### config.mk
export PLATFORM = sky130hd
export DESIGN_NAME = mem_stage_lsu
export DESIGN_NICKNAME = d
export VERILOG_FILES = /design/src/rtl/mem_stage_lsu.sv
export SDC_FILE = /design/constraint.sdc
export NUM_CORES = 1
export LEC_CHECK = 0
export ABC_AREA = 1
export BUFFER_PORTS_ARGS = -buffer_cell sky130_fd_sc_hd__buf_2
export CORE_AREA = 2 2 164 166
export DETAILED_ROUTE_END_ITERATION = 12
export DIE_AREA = 0 0 166 168
export HOLD_SLACK_MARGIN = 0.1
export PLACE_DENSITY = 0.6
export SKIP_CTS_REPAIR_TIMING = 1
export SYNTH_ARGS = -nofsm -noshare
export SYNTH_HDL_FRONTEND = slang
export SYNTH_SLANG_ARGS = --single-unit
### constraint.sdc
create_clock -name clk -period 1.59 [get_ports clk]
set_input_delay 0.2385 -clock clk [delete_from_list [all_inputs] [get_ports clk]]
set_output_delay 0.2385 -clock clk [all_outputs]
set_load 0.01 [all_outputs]
### src/rtl/mem_stage_lsu.sv
// Memory stage load/store unit: issues data-memory requests, waits for load responses
// with a timeout, and registers the write-back fields plus a forwarding value.
module mem_stage_lsu #(
  parameter int unsigned ADDR_W      = 32,
  parameter int unsigned IDX_W       = 5,
  parameter int unsigned TIMEOUT_CYC = 255
) (
  input  logic              clk,
  input  logic              resetn,
  input  logic              valid_e_i,
  input  logic              mem_re_e_i,
  input  logic              mem_we_e_i,
  input  logic [2:0]        dmem_type_e_i,
  input  logic [31:0]       alu_result_e_i,
  input  logic [31:0]       store_data_e_i,
  input  logic [31:0]       extended_imm_e_i,
  input  logic [31:0]       pc_plus4_e_i,
  input  logic              reg_write_en_e_i,
  input  logic [IDX_W-1:0]  rd_idx_e_i,
  input  logic [3:0]        result_src_e_i,
  output logic              dmem_req_o,
  output logic              dmem_we_o,
  output logic [ADDR_W-1:0] dmem_addr_o,
  output logic [31:0]       dmem_wdata_o,
  output logic [3:0]        dmem_be_o,
  input  logic              dmem_gnt_i,
  input  logic              dmem_rvalid_i,
  input  logic [31:0]       dmem_rdata_i,
  output logic              stall_m_o,
  output logic              valid_m_o,
  output logic [31:0]       mem_read_data_m_o,
  output logic [31:0]       alu_result_m_o,
  output logic [31:0]       extended_imm_m_o,
  output logic [31:0]       pc_plus4_m_o,
  output logic              reg_write_en_m_o,
  output logic [IDX_W-1:0]  rd_idx_m_o,
  output logic [3:0]        result_src_m_o,
  output logic              misaligned_m_o,
  output logic              bus_err_m_o,
  output logic [31:0]       bypass_m_o
);

  typedef enum logic [0:0] {StIdle, StWaitResp} state_e;

  localparam logic [7:0] LastCnt = 8'(TIMEOUT_CYC - 1);

  state_e             state_q;
  logic [7:0]         cnt_q;
  logic [1:0]         off_q;
  logic [2:0]         type_q;
  logic [IDX_W-1:0]   rd_q;
  logic [3:0]         src_q;
  logic               rwe_q;
  logic [31:0]        alu_q;

  logic        in_idle, mem_op, misal, mis_op, issue, timeout;
  logic [1:0]  off;
  logic [31:0] shifted, load_data;

  assign in_idle = (state_q == StIdle);
  assign off     = alu_result_e_i[1:0];
  assign mem_op  = mem_re_e_i | mem_we_e_i;
  assign misal   = ((dmem_type_e_i[1:0] == 2'b01) && off[0]) ||
                   ((dmem_type_e_i[1:0] == 2'b10) && (off != 2'b00));
  assign mis_op  = mem_op & misal;
  assign issue   = resetn & in_idle & valid_e_i & mem_op & ~misal;
  assign timeout = ~in_idle & ~dmem_rvalid_i & (cnt_q == LastCnt);

  assign dmem_req_o  = issue;
  assign dmem_we_o   = issue & mem_we_e_i;
  assign dmem_addr_o = {alu_result_e_i[ADDR_W-1:2], 2'b00};

  // Stall also drops on the timeout cycle so upstream does not replay the failed load.
  assign stall_m_o = resetn & (in_idle ? (issue & (~mem_we_e_i | ~dmem_gnt_i))
                                       : ~(dmem_rvalid_i | timeout));

  always_comb begin
    dmem_wdata_o = store_data_e_i;
    dmem_be_o    = 4'b1111;
    case (dmem_type_e_i[1:0])
      2'b00: begin
        dmem_wdata_o = {4{store_data_e_i[7:0]}};
        dmem_be_o    = 4'b0001 << off;
      end
      2'b01: begin
        dmem_wdata_o = {2{store_data_e_i[15:0]}};
        dmem_be_o    = 4'b0011 << off;
      end
      default: ;
    endcase
  end

  assign shifted = dmem_rdata_i >> {off_q, 3'b000};

  always_comb begin
    case (type_q)
      3'b000:  load_data = {{24{shifted[7]}}, shifted[7:0]};
      3'b001:  load_data = {{16{shifted[15]}}, shifted[15:0]};
      3'b100:  load_data = {24'd0, shifted[7:0]};
      3'b101:  load_data = {16'd0, shifted[15:0]};
      default: load_data = shifted;
    endcase
  end

  always_comb begin
    bypass_m_o = '0;
    if (valid_m_o) begin
      case (result_src_m_o)
        4'b0001: bypass_m_o = alu_result_m_o;
        4'b0010: bypass_m_o = mem_read_data_m_o;
        4'b0100: bypass_m_o = extended_imm_m_o;
        4'b1000: bypass_m_o = pc_plus4_m_o;
        default: bypass_m_o = '0;
      endcase
    end
  end

  always_ff @(posedge clk) begin
    if (!resetn) begin
      state_q           <= StIdle;
      cnt_q             <= '0;
      off_q             <= '0;
      type_q            <= '0;
      rd_q              <= '0;
      src_q             <= '0;
      rwe_q             <= 1'b0;
      alu_q             <= '0;
      valid_m_o         <= 1'b0;
      mem_read_data_m_o <= '0;
      alu_result_m_o    <= '0;
      extended_imm_m_o  <= '0;
      pc_plus4_m_o      <= '0;
      reg_write_en_m_o  <= 1'b0;
      rd_idx_m_o        <= '0;
      result_src_m_o    <= '0;
      misaligned_m_o    <= 1'b0;
      bus_err_m_o       <= 1'b0;
    end else begin
      extended_imm_m_o <= extended_imm_e_i;
      pc_plus4_m_o     <= pc_plus4_e_i;
      bus_err_m_o      <= 1'b0;
      misaligned_m_o   <= 1'b0;
      case (state_q)
        StIdle: begin
          alu_result_m_o    <= alu_result_e_i;
          rd_idx_m_o        <= rd_idx_e_i;
          result_src_m_o    <= result_src_e_i;
          mem_read_data_m_o <= '0;
          valid_m_o         <= valid_e_i & ~stall_m_o;
          reg_write_en_m_o  <= valid_e_i & ~stall_m_o & ~mis_op & reg_write_en_e_i;
          misaligned_m_o    <= valid_e_i & mis_op;
          if (issue && !mem_we_e_i && dmem_gnt_i) begin
            state_q <= StWaitResp;
            cnt_q   <= '0;
            off_q   <= off;
            type_q  <= dmem_type_e_i;
            rd_q    <= rd_idx_e_i;
            src_q   <= result_src_e_i;
            rwe_q   <= reg_write_en_e_i;
            alu_q   <= alu_result_e_i;
          end
        end
        StWaitResp: begin
          alu_result_m_o   <= alu_q;
          rd_idx_m_o       <= rd_q;
          result_src_m_o   <= src_q;
          valid_m_o        <= dmem_rvalid_i | timeout;
          reg_write_en_m_o <= dmem_rvalid_i & rwe_q;
          bus_err_m_o      <= timeout;
          if (dmem_rvalid_i) mem_read_data_m_o <= load_data;
          if (dmem_rvalid_i || timeout) state_q <= StIdle;
          else cnt_q <= cnt_q + 8'd1;
        end
        default: state_q <= StIdle;
      endcase
    end
  end

endmodule
==> results of run 1 <==
## layout by cell type, fill, tap and decap left out, types with 10 or more instances in the layout
cell and n:
a21oi_1 92, a21oi_2 13, a41oi_2 30, buf_12 16, buf_2 414, buf_4 60
buf_6 15, clkbuf_16 25, dfxtp_1 185, dlygate4sd3_1 102, inv_1 132, nand2_1 310
nand2_2 15, nand3_1 98, nand3_2 10, nand4_1 66, nor2_1 21, o211ai_1 14
o21ai_0 85, o21ai_1 12
## final timing paths
kind                                      from                            end
setup / recovery  result_src_m_o[0]$_SDFF_PN0_                 bypass_m_o[12]
hold / removal              alu_result_e_i[23]  alu_result_m_o[23]$_SDFF_PN0_
setup reg to reg            state_q$_SDFF_PN0_          src_q[2]$_SDFFE_PN0P_
hold reg to reg          src_q[0]$_SDFFE_PN0P_          src_q[0]$_SDFFE_PN0P_
## kinds of logic after synthesis
| kind of cell | after synthesis |
|---|---|
| flip-flops | 195 |
| buffers and inverters | 276 |
| adder cells (fa/ha/maj) | 2 |
| AO/OA/AOI/OAI | 251 |
| AND/OR/NAND/NOR | 538 |
| XOR/XNOR | 2 |
| other | 1 |
## critical path, stage by stage (launching register included)
cell and delay [ns]:
dfxtp_2 0.33, buf_6 0.11, nor2_4 0.13, buf_6 0.14, buf_12 0.13, clkbuf_16 0.15, nand4_1 0.10, a41oi_1 0.24
buf_2 0.18
## metrics by stage
stage | utilization | setup slack [ns] | cell area [um2] | instances | total power (uW)
after floorplan | - | -0.03492 | 9045 | 1266 | 6145
after global placement | 0.4364 | -0.1139 | 11500 | 1959 | 6979
after detailed placement | 0.4364 | -0.09579 | 11500 | 1959 | 6986
after global routing | 0.5360 | -0.6235 | 14120 | 2126 | 12250
after CTS | 0.4590 | -0.5861 | 12100 | 1991 | 11350
final | 0.5360 | -0.6109 | 14120 | 2126 | 11810
## layout make-up
type,count,area share
inverters,141,0.03774
flip-flops and latches,195,0.2780
multi-input cells,796,0.3058
well taps,341,0.03021
clock inverters,14,0.01116
diodes,1,0.0001772
clock buffers,18,0.03109
repair buffers,620,0.3059
## cells in the mapped netlist (all sizes together)
library cell | instances | area [um2]
a21oi | 105 | 529.3
a41oi | 32 | 280.3
and2 | 1 | 8.760
buf | 72 | 506.7
clkbuf | 63 | 240.2
clkinv | 3 | 13.76
conb | 1 | 3.750
dfxtp | 195 | 3904
ha | 2 | 25.02
inv | 138 | 518.0
nand2 | 327 | 1235
nand3 | 111 | 580.6
nand4 | 66 | 412.9
nor2 | 29 | 118.9
nor3 | 3 | 20.02
nor3b | 1 | 12.51
o211ai | 14 | 105.1
o21a | 1 | 7.510
o21ai | 97 | 485.5
o22ai | 2 | 12.51
xor2 | 2 | 17.52
## power groups by stage
stage / sequential [uW] / clock (uW) / combinational (uW)
final: 5200 / 4420 / 2190
after global routing: 5220 / 4680 / 2350
after CTS: 5200 / 4470 / 1680
after detailed placement: 5310 / 0 / 1680
after global placement: 5310 / 0 / 1660
after floorplan: 5330 / 0 / 813
## per-layer routing
| metal | global-route usage | up-vias | wire [um] |
|---|---|---|---|
| met5 | 0 | - | 0 |
| met4 | 0.07259 | 0 | 997 |
| met3 | 0.03879 | 74 | 2737 |
| met2 | 0.4086 | 550 | 19150 |
| met1 | 0.3318 | 5121 | 17560 |
| li1 | - | 5178 | - |
## state kept, by name, summed over array words and instances (netlist names), 3 cells and up
name and flops:
mem_read_data_m_o 32, src_q 4, cnt_q 8, extended_imm_m_o 32, rd_q 5, result_src_m_o 4, alu_result_m_o 32, pc_plus4_m_o 32
alu_q 31, type_q 3, rd_idx_m_o 5
==> run_results.csv, run 1 <==
group,metric,value,unit
setup_path,cp-start-kind,"flip-flop",
grt,grt_max_degree,107,
synthesis,synth_simple_gate_area_frac,0.2643,
pwr,p_leak,0.006752,uW
synthesis,syn_inst,1265,
drt,ant_nets,0,
timing,fin_crit_sh,1.384,
pwr,sw_frac_of_total,0.3042,
timing,hold_slack,0.07946,ns
drt,drt_iter0_drc,1056,
timing,tightestPinTransition,0.6054,ns
pwr,ir_drop,0.7713,mV
clock_network,htreeDepth,4,
setup_path,r2r_setup_slack,0.06,ns
clock_network,cts.sinks,195,
placement,hpwl,27.50,mm
timing,max_slew_margin,0.5964,
clock_network,cts.path.max_buffers,2,
synthesis,synth-seq-cells,195,
timing,finalSetupTns,-15.55,ns
placement,gp_congestion,0.9238,
drt,drt_first_pass_iters,6,
setup_path,cp_max_fo,5,
finish,fin_nets,1953,
setup_path,end_kind,"output port",
pwr,combPwrFrac,0.186,
pwr,sequentialPowerShare,0.440,
synthesis,yosys-mux-area-fraction,0,
synthesis,synth.cell_area,9037,um2
synthesis,avgSynthCellArea,7.144,um2
synthesis,synth_top_family_by_area,"simple AND/OR/NAND/NOR gates",
die,die-area,27890,um2
timing,fin_skew,0.01178,ns
synthesis,synth-xor-area-share,0.001938,
setup_path,critPathArrivalTime,1.96,ns
synthesis,synthAdderAreaFrac,0.002769,
die,start_util,0.3430,
clock_network,clk_latency,0.44,ns
finish,layout-drive-gt1-share,0.3666,
outcome,status,"finished with violations",
setup_path,criticalPathCategory,"flip-flop to output port",
drt,wl_per_cell,19.02,um
grt,gr-total-overflow,0,
timing,finalSetupViolations,35,
die,row_count,60,
die,core_area,26350,um2
die,num_io_pins,424,
timing,slew_violations,0,
synthesis,seq_area_frac_synth,0.4320,
clock_network,cts_tree,"done",
placement,numPortBuffers,421,
pwr,p_per_area,836.5,nW/um2
job,maxCapViolCount,0,
timing,timing.final.crit_period,2.201,ns
die,die_h,168,um
synthesis,synth_compound_area_frac,0.1571,
timing,hold_violations,0,
synthesis,yosysUniqueCellTypes,34,
setup_path,worstPathRequired,1.35,ns
finish,seq_area,3926,um2
finish,area_delta_synth_final,56.29,%
drt,post_drt_via_cell_ratio,5.138,
pwr,p_int,8221,uW
timing,rsz0062_at_grt,"yes",
finish,n_fill_cell,2468,
clock_network,clkTransAtPathRegs,0.08,ns
min_path,worstHoldPathType,"input pin to flip-flop",
setup_path,worstRegToRegCells,6,
grt,grt_use_total,0.2464,
finish,multi_input_area,4319,um2
grt,grt_first_pass_wirelength,53.92,mm
timing,fin_ws,-0.6109,ns
synthesis,yosysWarnings,0,
die,die_w,166,um
timing,fmax,0.4544,GHz
drt,drcViolationCount,0,
clock_network,cts_root_buf,"clkbuf_16",
min_path,min_path_cells,3,
clock_network,cts_buffers,17,
grt,antenna_found_initial,1,
grt,grt_pass1_vias,9254,
pwr,p_clk_frac,0.374,
outcome,violations,"setup timing",
pwr,switchingPower,3594,uW
drt,wl,40.45,mm
drt,vias,10920,
No activity file was read; power rests on OpenSTA's default activity.
==> run 2: changes to the inputs <==
--- a/config.mk
+++ b/config.mk
@@ -7,11 +7,12 @@
 export LEC_CHECK = 0
 export ABC_AREA = 1
 export BUFFER_PORTS_ARGS = -buffer_cell sky130_fd_sc_hd__buf_2
-export CORE_AREA = 2 2 164 166
+export CORE_AREA = 2 2 163 165
 export DETAILED_ROUTE_END_ITERATION = 12
-export DIE_AREA = 0 0 166 168
+export DIE_AREA = 0 0 165 167
 export HOLD_SLACK_MARGIN = 0.1
-export PLACE_DENSITY = 0.6
+export PLACE_DENSITY = 0.61
+export REMOVE_ABC_BUFFERS = 1
 export SKIP_CTS_REPAIR_TIMING = 1
 export SYNTH_ARGS = -nofsm -noshare
 export SYNTH_HDL_FRONTEND = slang
==> run 2 against run 1 <==
Effect of this change:
- the flow still finishes with violations (setup timing)
- largest cell class is now multi-input gates
- critical path type unchanged
- utilization up 0.32 points
- largest power group unchanged
- fmax up 7.2%
- sequential power about the same
- sequential share of layout area up 0.43 points
- cell count down 0.28%
- worst setup slack better by 0.15 ns
==> run_results.csv, run 2 (synthesized netlist as in run 1, its figures left out) <==
group,metric,value,unit
drt,drt_iter0_drc,977,
pwr,sw_frac_of_total,0.3004,
setup_path,end_kind,"output port",
timing,timing.final.crit_period,2.054,ns
clock_network,htreeDepth,4,
grt,grt_pass1_vias,9406,
grt,grt_max_degree,112,
drt,wl_per_cell,18.02,um
setup_path,cp-start-kind,"flip-flop",
finish,postLayoutCoreUtil,0.5392,
timing,rsz0062_at_grt,"yes",
die,die-area,27560,um2
drt,drcViolationCount,0,
grt,grt_use_total,0.2491,
finish,final_area,13890,um2
die,num_io_pins,424,
finish,final_cell_mix,"buf_2, nand2_1, dfxtp_1, inv_1, a21oi_1",
timing,fmax,0.4869,GHz
pwr,p_clk_frac,0.374,
die,die_h,167,um
pwr,switchingPower,3501,uW
clock_network,cts_tree,"done",
timing,fin_skew,0.01660,ns
drt,vias,10720,
drt,wl,38.20,mm
min_path,min_path_cells,3,
setup_path,critPathArrivalTime,1.82,ns
die,row_count,59,
pwr,sequentialPowerShare,0.444,
outcome,status,"finished with violations",
placement,numPortBuffers,421,
clock_network,cts.path.max_buffers,2,
timing,max_slew_margin,0.6498,
pwr,p_per_area,838.9,nW/um2
setup_path,worstPathRequired,1.35,ns
grt,grt_first_pass_wirelength,53.19,mm
clock_network,cts.sinks,195,
clock_network,cts_root_buf,"clkbuf_16",
setup_path,worstRegToRegCells,9,
die,start_util,0.3508,
pwr,combPwrFrac,0.182,
drt,post_drt_via_cell_ratio,5.057,
grt,antenna_found_initial,8,
timing,fin_ws,-0.4639,ns
min_path,min_from,"alu_result_e_i[4]",
drt,ant_nets,0,
job,maxCapViolCount,0,
setup_path,cp_max_fo,7,
placement,hpwl,26.72,mm
timing,fin_crit_sh,1.292,
timing,finalSetupViolations,34,
timing,finalSetupTns,-13.68,ns
min_path,hold_path_end,"alu_result_m_o[4]$_SDFF_PN0_",
setup_path,criticalPathCategory,"flip-flop to output port",
timing,hold_violations,0,
finish,layout_commonest_cell,"buf_2",
clock_network,cts_buffers,17,
clock_network,clk_latency,0.43,ns
finish,layout-drive-gt1-share,0.3579,
min_path,worstHoldPathType,"input pin to flip-flop",
placement,gp_congestion,0.8829,
setup_path,timing.rr.end,"mem_read_data_m_o[23]$_SDFFE_PN0N_",
pwr,ir_drop,0.5963,mV
drt,drt_first_pass_iters,6,
clock_network,clkTransAtPathRegs,0.08,ns
grt,gr-total-overflow,0,
timing,tightestPinTransition,0.5253,ns
die,die_w,165,um
outcome,violations,"setup timing",
pwr,power.total,11650,uW
placement,placed_cell_area,11550,um2
finish,area_delta_synth_final,53.72,%
pwr,p_int,8154,uW
setup_path,r2r_setup_slack,0.10,ns
finish,fin_nets,1949,
die,core_area,25760,um2
timing,slew_violations,0,
pwr,p_leak,0.006672,uW
setup_path,r2r_start,"off_q[0]$_SDFFE_PN0P_",
==> run 2: metal layers <==
layer / track usage / vias to the layer above / part of all wire
li1: - / 5153 / -
met1: 0.3176 / 5024 / 0.42
met2: 0.4219 / 479 / 0.49
met3: 0.06152 / 58 / 0.072
met4: 0.05747 / 6 / 0.018
met5: 0 / - / 0.00099
==> run 2: through the flow <==
stage / hold WS [ns] / instances / setup slack, ns
floorplan: 0.3320 / 1131 / -1.086
global placement: 0.4177 / 1961 / -0.06231
detailed placement: 0.4221 / 1961 / -0.1256
CTS: -0.04820 / 1993 / -0.6155
global route: 0.1088 / 2116 / -0.5247
finish: 0.08225 / 2120 / -0.4639
==> run 2: layout make-up <==
class,instances,area [um2]
well taps,335,419.2
diodes,5,12.51
multi-input cells,796,4277
fillers,2445,11870
inverters,141,536.8
clock buffers,18,429.2
repair buffers,616,4108
flip-flops and latches,195,3921
clock inverters,14,188.9
==> run 2: power by group through the flow <==
stage	logic (uW)	clock network (uW)	registers (uW)
after CTS	1720	4480	5170
after global routing	2290	4690	5190
after floorplan	584	0	5360
after detailed placement	1720	0	5290
final	2120	4360	5180
after global placement	1700	0	5290
==> run 2: worst max path at each step <==
stage,start,to,cells after the start
after detailed placement,result_src_m_o[2]$_SDFF_PN0_,bypass_m_o[3],6
final,result_src_m_o[3]$_SDFF_PN0_,bypass_m_o[2],6
after global placement,result_src_m_o[2]$_SDFF_PN0_,bypass_m_o[3],6
after CTS,result_src_m_o[2]$_SDFF_PN0_,bypass_m_o[3],6
after floorplan,result_src_m_o[1]$_SDFF_PN0_,bypass_m_o[12],3
after global routing,result_src_m_o[3]$_SDFF_PN0_,bypass_m_o[9],6
==> run 2: worst max-delay path: stages (launching register included) <==
cell and delay [ns]:
dfxtp_4 0.37, nor2_4 0.23, buf_12 0.18, buf_6 0.10
nand4_1 0.14, a41oi_2 0.20, buf_2 0.16
==> run 3: changes to the inputs <==
--- a/config.mk
+++ b/config.mk
@@ -6,12 +6,14 @@
 export NUM_CORES = 1
 export LEC_CHECK = 0
 export ABC_AREA = 1
+export ABC_CLOCK_PERIOD_IN_PS = 1590
 export BUFFER_PORTS_ARGS = -buffer_cell sky130_fd_sc_hd__buf_2
-export CORE_AREA = 2 2 163 165
+export CELL_PAD_IN_SITES_DETAIL_PLACEMENT = 0
+export CELL_PAD_IN_SITES_GLOBAL_PLACEMENT = 1
+export CORE_UTILIZATION = 32
 export DETAILED_ROUTE_END_ITERATION = 12
-export DIE_AREA = 0 0 165 167
 export HOLD_SLACK_MARGIN = 0.1
-export PLACE_DENSITY = 0.61
+export PLACE_DENSITY = 0.79
 export REMOVE_ABC_BUFFERS = 1
 export SKIP_CTS_REPAIR_TIMING = 1
 export SYNTH_ARGS = -nofsm -noshare
==> run 3 against run 2 <==
Effect of this change:
- combinational power up 6%
- the flow still finishes with violations (setup timing)
- hold slack better by 0.0069 ns
- worst setup slack better by 0.011 ns
- cell area up 3.6%
- sequential power about the same
- cell count up 2.4%
- die area up 4.9%
- non-clock buffer count up 8
- largest cell class is now buffers
- highest routed layer unchanged
- total power up 0.88%
- register-to-register slack worse by 0.12 ns
==> run_results.csv, run 3 (synthesized netlist as in run 1, its figures left out) <==
group,metric,value,unit
placement,hpwl,26.66,mm
setup_path,criticalPathCategory,"flip-flop to output port",
timing,timing.final.crit_period,2.042,ns
setup_path,cp_max_fo,9,
die,die_w,170.1,um
timing,fmax,0.4896,GHz
setup_path,end_kind,"output port",
setup_path,r2r_setup_slack,-0.02,ns
drt,wl,41.48,mm
setup_path,worstRegToRegCells,10,
placement,dpl.cell_count,1999,
finish,layout-drive-gt1-share,0.3792,
pwr,p_per_area,817.0,nW/um2
grt,grt_max_degree,61,
setup_path,slowest_stage,"dfxtp_4",
timing,fin_skew,0.02308,ns
pwr,ir_drop,0.5151,mV
setup_path,cp-start-kind,"flip-flop",
timing,hold_slack,0.08912,ns
clock_network,htreeDepth,4,
finish,final_cells,2170,
min_path,hold_path_end,"alu_result_m_o[15]$_SDFF_PN0_",
setup_path,path_cells,"nor2_4, buf_12, buf_12, nand3_1, a41oi_2, buf_2",
outcome,status,"finished with violations",
clock_network,clkTransAtPathRegs,0.08,ns
min_path,worstHoldPathType,"input pin to flip-flop",
drt,wl_per_cell,19.11,um
drt,drcViolationCount,0,
timing,hold_violations,0,
outcome,violations,"setup timing",
setup_path,critPathMaxStageDelay,0.37,ns
timing,finalSetupViolations,37,
clock_network,cts.sinks,195,
finish,postLayoutCoreUtil,0.5180,
drt,drt_first_pass_iters,5,
timing,rsz0062_at_grt,"yes",
die,start_util,0.3253,
clock_network,cts_buffers,17,
die,num_io_pins,424,
die,core_area,27780,um2
setup_path,critPathTopFamily,"buffers and inverters",
clock_network,clk_latency,0.45,ns
placement,gp_congestion,0.8924,
clock_network,cts_root_buf,"clkbuf_16",
job,maxCapViolCount,0,
finish,area_delta_synth_final,59.23,%
grt,grt_pass1_vias,9408,
setup_path,path_buf_inv,3,
timing,slew_violations,0,
grt,antenna_found_initial,9,
finish,final_cell_mix,"buf_2, nand2_1, dfxtp_1, inv_1, dlygate4sd3_1",
pwr,p_leak,0.006858,uW
die,die-area,28920,um2
placement,placed_cell_area,11670,um2
drt,drt_iter0_drc,745,
finish,final_area,14390,um2
clock_network,cts.path.max_buffers,2,
setup_path,r2r_start,"state_q$_SDFF_PN0_",
grt,gr-total-overflow,0,
setup_path,timing.rr.end,"type_q[1]$_SDFFE_PN0P_",
setup_path,worstPathRequired,1.35,ns
grt,grt_use_total,0.2426,
drt,ant_nets,0,
setup_path,cpMostUsedCell,"buf_12",
min_path,min_path_cells,3,
finish,fin_nets,1957,
finish,n_fill_cell,2725,
drt,post_drt_via_cell_ratio,4.989,
finish,layout_commonest_cell,"buf_2",
die,row_count,61,
min_path,min_from,"alu_result_e_i[15]",
timing,fin_crit_sh,1.285,
setup_path,critPathArrivalTime,1.80,ns
drt,vias,10830,
die,die_h,170.1,um
grt,grt_first_pass_wirelength,53.41,mm
clock_network,cts_tree,"done",
placement,numPortBuffers,421,
timing,fin_ws,-0.4524,ns
==> run 3: cell type report <==
cell class,instances,area (um2),area share
antenna,4,10.01,0.0006956
sequential,195,3930,0.2731
tap,378,473.0,0.03287
multi-input combinational,796,4403,0.3060
inverter,141,539.3,0.03747
clock inverter,14,158.9,0.01104
timing repair buffer,624,4447,0.3090
clock buffer,18,429.2,0.02982
==> run 3: how the worst max path moves through the flow <==
stage                                 start              to  slack, ns  cells after the start
2_1_floorplan  result_src_m_o[1]$_SDFF_PN0_  bypass_m_o[12]      -1.09                      3
3_3_place_gp   result_src_m_o[2]$_SDFF_PN0_  bypass_m_o[14]      -0.02                      6
3_5_place_dp   result_src_m_o[2]$_SDFF_PN0_  bypass_m_o[14]      -0.05                      6
4_1_cts        result_src_m_o[2]$_SDFF_PN0_  bypass_m_o[14]      -0.55                      6
5_1_grt        result_src_m_o[2]$_SDFF_PN0_   bypass_m_o[7]      -0.49                      6
6_report       result_src_m_o[2]$_SDFF_PN0_  bypass_m_o[10]      -0.45                      6
==> run 3: power breakdown <==
group / internal (uW) / switching (uW)
Clock: 2110 / 2230
Sequential: 5060 / 109
Combinational: 991 / 1250
==> run 3: worst min-delay path: cells and delay by family <==
family | cells | cell delay (ns)
AOI/OAI and AO/OA | 1 | 0.07
buffers and inverters | 1 | 0.13
and+or+nand+nor | 1 | 0.06
==> run 3: per-stage QoR <==
stage / setup WS (ns) / TNS (ns) / power (uW)
global placement: -0.02323 / -0.04799 / 6990
global route: -0.4875 / -15.83 / 12240
floorplan: -1.086 / -81.05 / 5941
CTS: -0.5527 / -16.60 / 11330
detailed placement: -0.05251 / -0.1854 / 7004
finish: -0.4524 / -12.79 / 11760
==> run 3: metal layers <==
| metal | vias up | GRT usage | wire [um] |
|---|---|---|---|
| met4 | 10 | 0.07873 | 1095 |
| met3 | 71 | 0.04977 | 2631 |
| met1 | 5116 | 0.3051 | 17500 |
| li1 | 5188 | - | - |
| met2 | 441 | 0.4123 | 20190 |
| met5 | - | 0 | 63 |
